--- src/rtl/fir_ntap_if.sv ---
// Bus of the N-tap FIR: the sample stream with its valid, the coefficient write port, and the scaled output.
// Latency: none; this interface only carries signals.
// Backpressure: none; the consumer takes every out_valid pulse.
interface fir_ntap_if #(
    parameter int DATA_W = 8,
    parameter int COEF_W = 8,
    parameter int TAPS   = 3,
    parameter int OUT_W  = 8
);
    localparam int AW = $clog2(TAPS);

    logic              in_valid;
    logic [DATA_W-1:0] x;
    logic              clr;
    logic              coef_we;
    logic [AW-1:0]     coef_addr;
    logic [COEF_W-1:0] coef_data;
    logic              out_valid;
    logic [OUT_W-1:0]  y;
    logic              sat;

    modport master (
        output in_valid, x, clr, coef_we, coef_addr, coef_data,
        input  out_valid, y, sat
    );

    modport slave (
        input  in_valid, x, clr, coef_we, coef_addr, coef_data,
        output out_valid, y, sat
    );
endinterface

--- src/rtl/fir_ntap.sv ---
// N-tap FIR with writable coefficients and output shift; FIR_SAT_EN selects clamping (sat flag) over wrap-around.
// Latency: 2 cycles from an accepted sample to out_valid/y, one sample per cycle.
// Backpressure: none; every out_valid pulse must be consumed. clr flushes history, rst also restores coefficients to 1.
module fir_ntap #(
    parameter int DATA_W = 8,
    parameter int COEF_W = 8,
    parameter int TAPS   = 3,
    parameter int OUT_W  = 8,
    parameter int SHIFT  = 0
) (
    input  logic      clk,
    input  logic      rst,
    fir_ntap_if.slave bus
);
    localparam int PROD_W = DATA_W + COEF_W;
    localparam int ACC_W  = PROD_W + $clog2(TAPS);

    logic [TAPS-2:0][DATA_W-1:0] d_q, d_d;
    logic [TAPS-1:0][COEF_W-1:0] c_q, c_d;
    logic [TAPS-1:0][PROD_W-1:0] p_q, p_d;
    logic                        v1_q, v1_d;
    logic                        out_valid_q, out_valid_d;
    logic [OUT_W-1:0]            y_q, y_d;
    logic                        sat_q, sat_d;

    logic [TAPS-1:0][DATA_W-1:0] tap;
    logic [ACC_W-1:0]            acc;
    logic [OUT_W-1:0]            y_scaled;
    logic                        clamp;

    // tap[0] is the live sample, tap[k] the sample k accepted cycles ago
    assign tap = {d_q, bus.x};

    always_comb begin : accumulate
        acc = '0;
        for (int k = 0; k < TAPS; k++) begin
            acc = acc + ACC_W'(p_q[k]);
        end
    end

    always_comb begin : scale
`ifdef FIR_SAT_EN
        clamp    = ((acc >> SHIFT) >> OUT_W) != '0;
        y_scaled = clamp ? '1 : OUT_W'(acc >> SHIFT);
`else
        clamp    = 1'b0;
        y_scaled = OUT_W'(acc >> SHIFT);
`endif
    end

    always_comb begin : next_state
        d_d         = d_q;
        c_d         = c_q;
        p_d         = p_q;
        v1_d        = 1'b0;
        out_valid_d = v1_q;
        y_d         = y_q;
        sat_d       = sat_q;

        // Products use the coefficients as they stood before any write on this same edge
        if (bus.in_valid) begin
            d_d  = tap[TAPS-2:0];
            v1_d = 1'b1;
            for (int k = 0; k < TAPS; k++) begin
                p_d[k] = PROD_W'(tap[k]) * PROD_W'(c_q[k]);
            end
        end

        if (v1_q) begin
            y_d   = y_scaled;
            sat_d = clamp;
        end

        if (bus.coef_we && (int'(bus.coef_addr) < TAPS)) begin
            c_d[bus.coef_addr] = bus.coef_data;
        end

        // Flush drops the concurrent sample and everything in flight, but leaves y/sat and coefficients alone
        if (bus.clr) begin
            d_d         = '0;
            p_d         = '0;
            v1_d        = 1'b0;
            out_valid_d = 1'b0;
            y_d         = y_q;
            sat_d       = sat_q;
        end
    end

    always_ff @(posedge clk) begin
        if (rst) begin
            d_q         <= '0;
            c_q         <= {TAPS{COEF_W'(1)}};
            p_q         <= '0;
            v1_q        <= 1'b0;
            out_valid_q <= 1'b0;
            y_q         <= '0;
            sat_q       <= 1'b0;
        end else begin
            d_q         <= d_d;
            c_q         <= c_d;
            p_q         <= p_d;
            v1_q        <= v1_d;
            out_valid_q <= out_valid_d;
            y_q         <= y_d;
            sat_q       <= sat_d;
        end
    end

    assign bus.out_valid = out_valid_q;
    assign bus.y         = y_q;
    assign bus.sat       = sat_q;
endmodule

--- src/flat_wrapper.sv ---
// flat-port wrapper written by rule: the top's interface ports become plain ports
module fir_ntap_flat 
#(
    parameter int DATA_W = 8,
    parameter int COEF_W = 8,
    parameter int TAPS   = 3,
    parameter int OUT_W  = 8,
    parameter int SHIFT  = 0
)
  (clk, rst, bus_in_valid, bus_x, bus_clr, bus_coef_we, bus_coef_addr, bus_coef_data, bus_out_valid, bus_y, bus_sat);
  fir_ntap_if #(.DATA_W(DATA_W), .COEF_W(COEF_W), .TAPS(TAPS), .OUT_W(OUT_W)) bus_i ();
  input  logic clk;
  input  logic rst;
  input wire logic [$bits(bus_i.in_valid)-1:0] bus_in_valid;
  input wire logic [$bits(bus_i.x)-1:0] bus_x;
  input wire logic [$bits(bus_i.clr)-1:0] bus_clr;
  input wire logic [$bits(bus_i.coef_we)-1:0] bus_coef_we;
  input wire logic [$bits(bus_i.coef_addr)-1:0] bus_coef_addr;
  input wire logic [$bits(bus_i.coef_data)-1:0] bus_coef_data;
  output wire logic [$bits(bus_i.out_valid)-1:0] bus_out_valid;
  output wire logic [$bits(bus_i.y)-1:0] bus_y;
  output wire logic [$bits(bus_i.sat)-1:0] bus_sat;
  assign bus_i.in_valid = bus_in_valid;
  assign bus_i.x = bus_x;
  assign bus_i.clr = bus_clr;
  assign bus_i.coef_we = bus_coef_we;
  assign bus_i.coef_addr = bus_coef_addr;
  assign bus_i.coef_data = bus_coef_data;
  assign bus_out_valid = bus_i.out_valid;
  assign bus_y = bus_i.y;
  assign bus_sat = bus_i.sat;
  fir_ntap #(.DATA_W(DATA_W), .COEF_W(COEF_W), .TAPS(TAPS), .OUT_W(OUT_W), .SHIFT(SHIFT)) u_core (.clk(clk), .rst(rst), .bus(bus_i));
endmodule
--- config.mk ---
export PLATFORM = sky130hd
export DESIGN_NAME = fir_ntap_flat
export DESIGN_NICKNAME = d
export VERILOG_FILES = /design/src/rtl/fir_ntap_if.sv /design/src/rtl/fir_ntap.sv /design/src/flat_wrapper.sv
export SDC_FILE = /design/constraint.sdc
export NUM_CORES = 1
export LEC_CHECK = 0
export CELL_PAD_IN_SITES_DETAIL_PLACEMENT = 0
export CELL_PAD_IN_SITES_GLOBAL_PLACEMENT = 1
export CORE_AREA = 4 4 124 102
export CTS_CLUSTER_SIZE = 12
export DETAILED_ROUTE_END_ITERATION = 12
export DIE_AREA = 0 0 128 106
export DONT_BUFFER_PORTS = 1
export GPL_ROUTABILITY_DRIVEN = 0
export HOLD_SLACK_MARGIN = 0.06
export PLACE_DENSITY = 0.9
export SLEW_MARGIN = 20
export SYNTH_ARGS = -nofsm -noshare
export SYNTH_HDL_FRONTEND = slang
export SYNTH_SLANG_ARGS = --single-unit
--- constraint.sdc ---
create_clock -name clk -period 4 [get_ports clk]
set_input_delay 0.6 -clock clk [delete_from_list [all_inputs] [get_ports clk]]
set_output_delay 0.6 -clock clk [all_outputs]
set_load 0.1 [all_outputs]
Word level (Yosys, flattened, before mapping)
Cells that the tools add are included.

storage, ports and cells
  input bits = 23
  register bits after elaboration = 74
  logic and storage cells = 28
  output and inout port bits = 10

operators by class
  multipliers = 3
  reduce and logical (&&, ||, !) cells = 4
  add/subtract/negate cells = 2
  mux-type cells = 4
  $lt $le $gt $ge = 3
  bitwise logic cells = 1

operator list
  cell                                                        number
  bitwise mux 24 bit                                          1
  multiplier 8 x 8 -> 8 bit                                   3
  adder 8 bit                                                 2
  demux 8 bit (select 2 bit)                                  1
  two-way mux 8 bit                                           1
  less-than comparator 2 x 3 -> 1 bit, second input constant  1
  >= comparator 2 x 1 -> 1 bit, second input constant         1
  logical AND 1 bit                                           2
  less-than comparator 2 bit, second input constant           1
  AND reduction 2 bit                                         1
  OR reduction 2 bit                                          1
  two-way mux 1 bit                                           1
  NOT 1 bit                                                   1

Longest topological paths before layout
Gate-level depths: netlist of the first run.

  word-level depth = 5
  depth in mapped cells = 15
  depth with buffers taken out = 15

Worst setup path before layout of the first run
OpenSTA, ideal clock, no wires.

  kind = input to register
  start point = input port bus_x[0]
  end point = register u_core.p_q[7] in the netlist's numbering
  path slack = 292 ps
  buffers on the path = 0
  arrival time = 3,629 ps
  library setup time = 79 ps
  required time = 3,921 ps
  stages = 13
  path through = and2_1 -> fa_1 -> fa_1 -> ha_1 -> inv_1 -> fa_1 -> inv_1 -> ha_1 -> a21o_1 -> a21oi_1 -> xnor2_1 -> xnor2_1 -> a211oi_2

on the way
  cells in the longest elaborated chain, start to end = 1

RTL lines
  what                       RTL line            source
  from (decl)                flat_wrapper.sv:15  input wire logic [$bits(bus_i.x)-1:0] bus_x;
  multiplier 8 x 8 -> 8 bit  fir_ntap.sv:65      p_d[k] = PROD_W'(tap[k]) * PROD_W'(c_q[k]);
  to (signal assigned)       fir_ntap.sv:101     p_q <= p_d;
  to (decl)                  fir_ntap.sv:20      logic [TAPS-1:0][PROD_W-1:0] p_q, p_d;

Every way passes these cells.
A chain may end at the register's enable or synchronous reset.

Final worst setup path of the first run
  start point = register u_core.d_q[2] in the netlist's numbering
  end point = register u_core.p_q[23] in the netlist's numbering

on the way
  cells in the longest elaborated chain, start to end = 1

RTL lines
  what                       RTL line        source
  from (decl)                fir_ntap.sv:18  logic [TAPS-2:0][DATA_W-1:0] d_q, d_d;
  from (signal assigned)     fir_ntap.sv:91  d_q <= '0;
  from (signal assigned)     fir_ntap.sv:99  d_q <= d_d;
  multiplier 8 x 8 -> 8 bit  fir_ntap.sv:65

Every way passes these cells.

==> run_results.csv, run 1 <==
group,metric,value,unit
final_layout,utilization,53.24,%
routing,wirelength,11.02,mm
timing,holdWs,0.3244,ns
setup_path,startpoint_type,"flop",
timing,finalSetupViolations,0,
floorplanning,ioPinCount,33,
global_routing,grt_pass1_wl,19.33,mm
timing,drv_slew,0,
hold_path,hold_class,"input pin to flop",
timing,max-slew-margin-rel,35.33,%
timing,min_period,3.730,ns
final_layout,drive_gt1_share,4.731,%
global_routing,antenna_found_initial,0,
clocking,cts_made_buffers,9,
clocking,cts_tree,"yes",
logic_synthesis,synth_top_area_cell,"dfxtp_1",
routing,wl_per_cell,14.49,um
clocking,cts_root_buf,"clkbuf_16",
power_and_ir_drop,switching_share,24.88,%
setup_path,cp_max_fo,8,
global_routing,grt_pass1_vias,3961,
final_layout,antennaDiodeCount,0,
power_and_ir_drop,ir_drop,0.3081,mV
clocking,htreeDepth,3,
logic_synthesis,avgSynthCellArea,9.165,sq um
routing,ant_nets,0,
clocking,cts_buffer_depth,2,
global_routing,gr-total-overflow,0,
timing,max_freq,268.1,MHz
routing,viasPerCell,4.968,
power_and_ir_drop,pwr-share-comb,9.7,%
logic_synthesis,ys.flop_type,"dfxtp_1",
logic_synthesis,syn_nets,736,
routing,drc_errors,0,
placement,dp_hpwl,8.809,mm
setup_path,cp.required,4.26,ns
power_and_ir_drop,p_int,1.340,mW
floorplanning,start_util,49.51,%
setup_path,reg2reg_slack,0.27,ns
logic_synthesis,yosysSeqAreaShare,26.28,%
setup_path,crit_type,"flop to flop",
power_and_ir_drop,clkPwrFrac,45.7,%
floorplanning,core,11390,sq um
final_layout,final_cell_count_no_fill,761,
logic_synthesis,synth_edf_count,0,
final_layout,syn_to_final_growth,7.547,%
logic_synthesis,synth_top_area_share,26.28,%
logic_synthesis,synth-seq-cells,74,
final_layout,final_area,6062,sq um
clocking,clk_pin_slew_worst_paths,0.06,ns
logic_synthesis,synthCells,615,
global_routing,grt_max_degree,48,
final_layout,multiInputGateArea,3775,sq um
floorplanning,die_w,128,um
timing,finClkSkew,0.006389,ns
clocking,cts_hold_buffers,0,
clocking,clkSinkCount,74,
global_routing,grt_usage,17.72,%
final_layout,nFillCells,1059,
logic_synthesis,netlist_area,5637,sq um
routing,vias,3781,
timing,rsz0062_at_grt,"no",
setup_path,cp-end-kind,"flop",
routing,drt_iter0_markers,172,
power_and_ir_drop,power.density,294.2,nW/um^2
placement,portBuffers,0,
timing,setup_tns,0,ns
final_layout,regArea,1481,sq um
run_status,status,"finished, final reports clean",
power_and_ir_drop,p_leak,2.845,nW
timing,finalCritPeriodShare,93.26,%
setup_path,crit_arrival,3.99,ns
floorplanning,die_y,106,um
flow_run,maxCapViolCount,0,
logic_synthesis,synth-async-reset-ratio,0,%
final_layout,nNetsFinal,729,
clocking,cts.repair.resized,0,
clocking,postCtsSetupBuffers,0,
floorplanning,std_cell_rows,35,
placement,place_area,5757,sq um
power_and_ir_drop,pwr-share-seq,44.6,%
placement,dp_cells,745,
timing,hold_viol,0,
timing,worstMarginPinSlew,0.9687,ns
power_and_ir_drop,switchingPower,0.4436,mW
routing,drt_first_pass_iters,4,
logic_synthesis,yosysWarnings,0,
logic_synthesis,synth_cell_types,35,
floorplanning,die_area,13570,sq um
clocking,clk_latency,0.34,ns
logic_synthesis,netlist_top_cells_area,"dfxtp_1, fa_1, ha_1",
cells by family (layout without fill, tap and decap cells):
| group | after synthesis | count (layout) | share of synthesized area (%) |
|---|---|---|---|
| AND/OR/NAND/NOR | 200 | 200 | 17.11 |
| adder cells (fa/ha/maj) | 98 | 98 | 27.61 |
| buffers and inverters | 98 | 96 | 6.748 |
| flip-flops | 74 | 74 | 26.28 |
| XOR/XNOR | 52 | 52 | 8.213 |
| multiplexers | 52 | 52 | 9.234 |
| AO/OA/AOI/OAI | 40 | 40 | 4.728 |
| other | 1 | 1 | 0.06653 |
synthesized netlist by cell type (2+ instances only):
library cell	count
buf_4	2
a21o_1	7
a211oi_1	6
a211oi_2	2
nor3b_1	3
o21ai_1	4
nand3_1	4
a211o_1	3
nor2_1	67
ha_1	54
fa_1	44
buf_2	4
xor2_1	6
nor3_1	2
nand2_1	51
and2_1	57
mux2i_1	52
a21oi_1	15
clkbuf_1	16
inv_1	76
nand2_2	2
nand3b_1	3
and2_2	4
nor2b_1	3
xnor2_1	45
dfxtp_1	74
worst max-delay path, cell delays in order, from the launching register on:
cell	delay (ns)
dfxtp_1	0.49
nand2_1	0.13
fa_1	0.56
inv_1	0.05
ha_1	0.27
inv_1	0.05
fa_1	0.52
fa_1	0.56
inv_1	0.05
ha_1	0.32
a21oi_1	0.19
xnor2_1	0.16
xnor2_1	0.11
a211oi_2	0.20
cells in the final DEF (no fill, tap or decap), types with 2 or more instances in the layout:
cell type,instances
fa_1,44
a211o_1,3
and2_2,4
buf_4,4
and2_1,57
nand3_1,4
a21o_1,7
a21oi_1,15
inv_1,76
ha_1,54
nor3_1,2
mux2i_1,52
dfxtp_1,74
xnor2_1,45
clkinvlp_4,3
nor2_1,67
nand2_1,51
a211oi_2,2
o21ai_1,4
nand2_2,2
nand3b_1,3
xor2_1,6
a211oi_1,6
nor3b_1,3
clkbuf_16,9
nor2b_1,3
worst paths after layout:
path	to	from	cells after the start
hold reg to reg	u_core.p_q[16]$_SDFFE_PP0P_	u_core.p_q[16]$_SDFFE_PP0P_	2
hold / removal	u_core.bus.y[4]$_SDFFE_PP0P_	rst	1
setup / recovery	u_core.p_q[23]$_SDFFE_PP0P_	u_core.d_q[2]$_SDFFE_PP0P_	13
setup reg to reg	u_core.p_q[23]$_SDFFE_PP0P_	u_core.d_q[2]$_SDFFE_PP0P_	13
state kept, by name, summed over array words and instances (netlist names):
name / count
u_core.d_q: 16
u_core.c_q: 24
u_core.v1_q: 1
u_core.p_q: 24
u_core.bus.y: 8
u_core.bus.out_valid: 1
area by class of cell:
class                           instances  share of cell area, %
Clock buffer                           10                  3.942
Sequential cell                        74                  24.44
Timing Repair Buffer                    4                 0.4954
Multi-Input combinational cell        443                  62.27
Inverter                               76                  4.706
Tap cell                              148                  3.055
Clock inverter                          6                  1.094
power groups by stage:
stage,clock [mW],sequential [mW],combinational [mW]
2_1_floorplan,0,0.800,0.160
3_5_place_dp,0,0.812,0.174
6_report,0.814,0.796,0.174
4_1_cts,0.831,0.796,0.176
5_1_grt,0.863,0.800,0.199
3_3_place_gp,0,0.812,0.169
per-layer routing:
layer	global-route usage, %	part of all wire (%)	vias up
met5	0	0	-
met4	5.000	1.3	0
met3	4.370	5.3	11
met2	27.84	46	75
met1	24.28	48	1766
li1	-	-	1929
per-stage QoR:
stage	setup WS [ns]	power (mW)
2_1_floorplan	0.2916	0.9597
3_3_place_gp	0.2208	0.9810
3_5_place_dp	0.1719	0.9855
4_1_cts	0.2502	1.803
5_1_grt	0.07300	1.861
6_report	0.2697	1.783
(Power assumes the default switching activity.)
==> run 2: changes to the inputs <==
--- a/config.mk
+++ b/config.mk
@@ -5,12 +5,13 @@
 export SDC_FILE = /design/constraint.sdc
 export NUM_CORES = 1
 export LEC_CHECK = 0
+export ABC_AREA = 1
 export CELL_PAD_IN_SITES_DETAIL_PLACEMENT = 0
 export CELL_PAD_IN_SITES_GLOBAL_PLACEMENT = 1
-export CORE_AREA = 4 4 124 102
+export CORE_AREA = 4 4 133 109
 export CTS_CLUSTER_SIZE = 12
 export DETAILED_ROUTE_END_ITERATION = 12
-export DIE_AREA = 0 0 128 106
+export DIE_AREA = 0 0 137 113
 export DONT_BUFFER_PORTS = 1
 export GPL_ROUTABILITY_DRIVEN = 0
 export HOLD_SLACK_MARGIN = 0.06
==> run_results.csv, run 2 <==
group,metric,value,unit
run_status,status,"finished, final reports clean",
logic_synthesis,synth-async-reset-ratio,0,%
floorplanning,start_util,45.80,%
floorplanning,std_cell_rows,38,
placement,portBuffers,0,
timing,max-slew-margin-rel,35.28,%
final_layout,syn_to_final_growth,7.962,%
placement,dp_worst_setup_slack,0.1149,ns
timing,finalCritPeriodShare,94.12,%
final_layout,reg.largest.list,"u_core.c_q x24, u_core.p_q x24, u_core.d_q x16",
logic_synthesis,yosysWarnings,0,
setup_path,startpoint_type,"flop",
logic_synthesis,yosysSeqAreaShare,24.30,%
floorplanning,die_area,15480,sq um
setup_path,crit_arrival,4.01,ns
global_routing,gr-total-overflow,0,
timing,drv_slew,0,
power_and_ir_drop,clkPwrFrac,46.1,%
logic_synthesis,netlist_top_cells_area,"dfxtp_1, nand2_1, fa_1",
setup_path,cp_max_fo,5,
clocking,cts_made_buffers,9,
final_layout,mostFrequentLayoutCells,"nand2_1, inv_1, nor2_1",
logic_synthesis,synth_top_area_cell,"dfxtp_1",
routing,viasPerCell,4.698,
timing,hold_viol,0,
power_and_ir_drop,switchingPower,0.5311,mW
routing,drt_first_pass_iters,5,
final_layout,nFillCells,1384,
clocking,clk_pin_slew_worst_paths,0.06,ns
power_and_ir_drop,switching_share,27.31,%
floorplanning,die_y,113,um
logic_synthesis,syn_nets,1000,
timing,min_period,3.765,ns
floorplanning,core,13310,sq um
floorplanning,die_w,137,um
timing,fin_ws,0.2351,ns
logic_synthesis,netlist_area,6097,sq um
global_routing,antenna_found_initial,0,
routing,drc_errors,0,
setup_path,cp.required,4.24,ns
timing,rsz0062_at_grt,"no",
power_and_ir_drop,p_int,1.413,mW
clocking,cts_buffer_depth,2,
logic_synthesis,ys.flop_type,"dfxtp_1",
routing,vias,4956,
routing,wirelength,13.40,mm
setup_path,crit_type,"flop to flop",
logic_synthesis,synth-seq-cells,74,
hold_path,hold_class,"input pin to flop",
clocking,clk_latency,0.35,ns
logic_synthesis,synth_common_cells,"nand2_1, inv_1, nor2_1, dfxtp_1, ha_1",
global_routing,grt_max_degree,47,
logic_synthesis,synth_cell_types,29,
routing,wl_per_cell,12.71,um
clocking,cts_hold_buffers,0,
timing,worstMarginPinSlew,0.9694,ns
routing,ant_nets,0,
final_layout,drive_gt1_share,5.143,%
logic_synthesis,synth_top_area_share,24.30,%
clocking,htreeDepth,3,
final_layout,nNetsFinal,991,
power_and_ir_drop,pwr-share-seq,42.2,%
clocking,cts_tree,"yes",
power_and_ir_drop,ir_drop,0.2527,mV
setup_path,cp-end-kind,"flop",
final_layout,antennaDiodeCount,0,
logic_synthesis,yosysMostFrequentCell,"nand2_1",
placement,place_area,6233,sq um
timing,finClkSkew,0.006774,ns
timing,finalSetupViolations,0,
routing,drt_iter0_markers,270,
power_and_ir_drop,p_leak,3.778,nW
flow_run,maxCapViolCount,0,
final_layout,final_area,6583,sq um
clocking,cts_root_buf,"clkbuf_16",
power_and_ir_drop,power.density,295.4,nW/um^2
placement,dp_hpwl,10.44,mm
logic_synthesis,synthCells,879,
logic_synthesis,avgSynthCellArea,6.936,sq um
global_routing,grt_usage,19.17,%
timing,setup_tns,0,ns
power_and_ir_drop,pwr-share-comb,11.7,%
final_layout,final_common_cell,"nand2_1",
floorplanning,ioPinCount,33,
global_routing,grt_pass1_vias,4854,
timing,max_freq,265.6,MHz
logic_synthesis,synth_edf_count,0,
clocking,postCtsSetupBuffers,0,
clocking,clkSinkCount,74,
global_routing,grt_pass1_wl,23.57,mm
## run 2: final timing paths
| path | startpoint | to | slack, ns | depth (start not counted) |
|---|---|---|---|---|
| worst max-delay path | u_core.c_q[12]$_SDFFE_PP0P_ | u_core.p_q[23]$_SDFFE_PP0P_ | 0.24 | 19 |
| worst max register to register | u_core.c_q[12]$_SDFFE_PP0P_ | u_core.p_q[23]$_SDFFE_PP0P_ | 0.24 | 19 |
| worst min-delay path | bus_coef_data[0] | u_core.c_q[8]$_SDFFE_PP1P_ | 0.38 | 2 |
| worst min register to register | u_core.v1_q$_SDFF_PP0_ | u_core.bus.out_valid$_SDFF_PP0_ | 0.44 | 2 |
## run 2: routing by layer
| metal | up-vias | routed length, um | share of wire [%] | track usage [%] |
|---|---|---|---|---|
| li1 | 2621 | - | - | - |
| met1 | 2232 | 6740 | 50 | 27.38 |
| met2 | 94 | 5865 | 44 | 29.50 |
| met3 | 9 | 701 | 5.2 | 4.756 |
| met4 | 0 | 96 | 0.72 | 4.189 |
| met5 | - | 0 | 0 | 0 |
## run 2: worst max-delay path, stage by stage (launching register included)
cell	delay, ns
dfxtp_1	0.46
nand2_1	0.13
fa_1	0.54
inv_1	0.04
ha_1	0.27
inv_1	0.05
fa_1	0.50
fa_1	0.55
inv_1	0.04
ha_1	0.33
a21oi_1	0.14
nand2_1	0.09
nand3_1	0.11
nand2_1	0.06
nand2_1	0.05
nand2_1	0.07
nand2_1	0.06
nand2_1	0.05
nor2_1	0.08
nor2_1	0.04
## run 2: logic make-up after synthesis
kind of cell	count (synthesis)	share of synthesized area, %
other	1	0.06150
DFF	74	24.30
AOI/OAI and AO/OA	86	7.470
adders and majority gates	98	25.53
and+or+nand+nor	384	25.49
xor gates and xnor gates	21	3.017
buffers and inverters	215	14.14
## run 2: area by class of cell
cell class | instances | area (sq um) | area share (%)
Timing Repair Buffer | 11 | 82.58 | 1.255
Inverter | 184 | 690.7 | 10.49
Clock inverter | 6 | 88.84 | 1.350
Tap cell | 180 | 225.2 | 3.421
Sequential cell | 74 | 1484 | 22.54
Clock buffer | 10 | 239.0 | 3.630
Multi-Input combinational cell | 590 | 3772 | 57.31
## run 2: stage by stage
step	std cells	util (%)	hold WS, ns	power (mW)
after global routing	1055	49.45	0.3769	2.043
final	1055	49.45	0.3784	1.944
after detailed placement	1039	46.82	0.4370	1.064
after CTS	1055	49.29	0.3654	1.964
after floorplan	879	-	0.4167	1.018
after global placement	1039	46.82	0.4228	1.061
## run 2: power groups by stage
stage / clock network, mW / registers (mW) / logic [mW]
after floorplan: 0 / 0.817 / 0.201
after global placement: 0 / 0.836 / 0.225
after detailed placement: 0 / 0.836 / 0.228
after CTS: 0.913 / 0.820 / 0.231
after global routing: 0.952 / 0.824 / 0.268
final: 0.897 / 0.820 / 0.227
## run 2: what timing repair did
item	CTS	global route
gates resized for setup	0	4
endpoints found under the setup margin	0	2
endpoints found under the hold margin	0	0
==> run 3: changes to the inputs <==
==> constraint.sdc (replaced) <==
create_clock -name clk -period 4 [get_ports clk]
set_input_delay 0.4 -clock clk [delete_from_list [all_inputs] [get_ports clk]]
set_output_delay 0.4 -clock clk [all_outputs]
set_load 0.1 [all_outputs]
==> run_results.csv, run 3 (synthesis results as in run 2) <==
group,metric,value,unit
run_status,status,"finished, final reports clean",
routing,wl_per_cell,12.67,um
clocking,cts_buffer_depth,2,
routing,drt_iter0_markers,226,
routing,m1WireLength,6.575,mm
clocking,clk_latency,0.35,ns
final_layout,mostFrequentLayoutCells,"nand2_1, inv_1, nor2_1",
final_layout,drive_gt1_share,4.268,%
power_and_ir_drop,p_leak,3.745,nW
routing,topRoutingLayerUsed,"met4",
floorplanning,die_y,113,um
global_routing,grt_max_degree,47,
power_and_ir_drop,finalPower,1.926,mW
timing,holdWs,0.1815,ns
clocking,cts_hold_buffers,0,
final_layout,nNetsFinal,984,
routing,ant_nets,0,
global_routing,grt_pass1_vias,4799,
clocking,clk_pin_slew_worst_paths,0.06,ns
global_routing,grt_pass1_wl,23.09,mm
final_layout,syn_to_final_growth,6.751,%
clocking,cts_root_buf,"clkbuf_16",
floorplanning,core,13310,sq um
clocking,cts.repair.resized,0,
clocking,cts_tree,"yes",
setup_path,cp-end-kind,"flop",
timing,worstMarginPinSlew,0.9754,ns
floorplanning,die_area,15480,sq um
floorplanning,die_w,137,um
placement,portBuffers,0,
global_routing,gr-total-overflow,0,
timing,max_freq,267.8,MHz
flow_run,maxCapViolCount,0,
timing,finClkSkew,0.005468,ns
final_layout,utilization,48.89,%
final_layout,antennaDiodeCount,0,
routing,drt_first_pass_iters,5,
setup_path,startpoint_type,"flop",
timing,rsz0062_at_grt,"no",
timing,hold_viol,0,
timing,setup_tns,0,ns
timing,drv_slew,0,
clocking,htreeDepth,3,
routing,drc_errors,0,
setup_path,cp_max_fo,6,
timing,finalSetupViolations,0,
placement,dp_hpwl,10.35,mm
routing,vias,4891,
clocking,clkSinkCount,74,
setup_path,crit_arrival,3.97,ns
floorplanning,std_cell_rows,38,
power_and_ir_drop,ir_drop,0.2655,mV
timing,min_period,3.734,ns
setup_path,cp.required,4.23,ns
routing,viasPerCell,4.671,
global_routing,grt_usage,18.66,%
floorplanning,ioPinCount,33,
timing,finalCritPeriodShare,93.36,%
clocking,cts_made_buffers,9,
routing,dr_wl_met2,5.837,mm
final_layout,reg.largest.list,"u_core.c_q x24, u_core.p_q x24, u_core.d_q x16",
power_and_ir_drop,power.density,296.0,nW/um^2
timing,max-slew-margin-rel,34.88,%
clocking,postCtsSetupBuffers,0,
hold_path,hold_class,"input pin to flop",
setup_path,crit_type,"flop to flop",
global_routing,antenna_found_initial,0,
floorplanning,start_util,45.80,%
routing,wirelength,13.26,mm
final_layout,final_common_cell,"nand2_1",
routing,met3_length,656,um
-- run 3: cell count changes in the layout (fill, tap and decap cells not counted) --
cell / previous run / this run
inv_6: 1 / 0
a31oi_2: 1 / 0
buf_4: 11 / 4
clkinvlp_4: 2 / 0
clkbuf_1: 0 / 2
clkbuf_8: 1 / 2
dfxtp_2: 2 / 6
clkinv_2: 1 / 0
ha_1: 53 / 54
a31oi_1: 0 / 1
ha_4: 1 / 0
dfxtp_1: 72 / 68
-- run 3: worst max-delay path, stage by stage (launching register included) --
cell     delay (ns)
dfxtp_1        0.46
nand2_1        0.12
fa_1           0.51
inv_1          0.04
ha_1           0.26
inv_1          0.05
fa_1           0.51
fa_1           0.54
inv_1          0.04
ha_1           0.33
a21oi_1        0.13
nand2_1        0.09
nand3_1        0.12
nand2_1        0.06
nand2_1        0.05
nand2_1        0.06
nand2_1        0.06
nand2_1        0.04
nor2_1         0.08
nor2_1         0.05
-- run 3: cell type report --
cell class	count	area [sq um]
Timing Repair Buffer	4	30.03
Clock buffer	13	260.3
Clock inverter	2	60.06
Tap cell	180	225.2
Multi-Input combinational cell	590	3754
Fill cell	1370	6804
Sequential cell	74	1489
Inverter	184	690.7
-- run 3: where the power goes --
part	switching, mW	total, mW	internal (mW)	leakage [nW]
clock network	0.304	0.881	0.577	0.156
registers	0.0574	0.822	0.764	0.605
logic	0.139	0.224	0.0842	2.98
total	0.501	1.93	1.43	3.75
-- run 3: final timing paths --
| kind | from | to | slack, ns | depth (start not counted) |
|---|---|---|---|---|
| max | u_core.c_q[11]$_SDFFE_PP0P_ | u_core.p_q[23]$_SDFFE_PP0P_ | 0.27 | 19 |
| min | bus_coef_data[0] | u_core.c_q[0]$_SDFFE_PP1P_ | 0.18 | 2 |
| max reg2reg | u_core.c_q[11]$_SDFFE_PP0P_ | u_core.p_q[23]$_SDFFE_PP0P_ | 0.27 | 19 |
| min reg2reg | u_core.v1_q$_SDFF_PP0_ | u_core.bus.out_valid$_SDFF_PP0_ | 0.44 | 2 |
-- run 3: layer usage --
layer | global-route usage [%] | vias to the layer above
li1 | - | 2599
met1 | 26.11 | 2204
met3 | 4.489 | 14
met5 | 0 | -
met4 | 5.186 | 0
met2 | 28.88 | 74
-- run 3: metrics by stage --
step	cell area, sq um	instances	worst slack [ns]
2_1_floorplan	6097	879	0.2972
3_3_place_gp	6181	1032	0.3340
3_5_place_dp	6181	1032	0.2447
4_1_cts	6501	1047	0.2271
5_1_grt	6509	1047	0.001500
6_report	6509	1047	0.2656
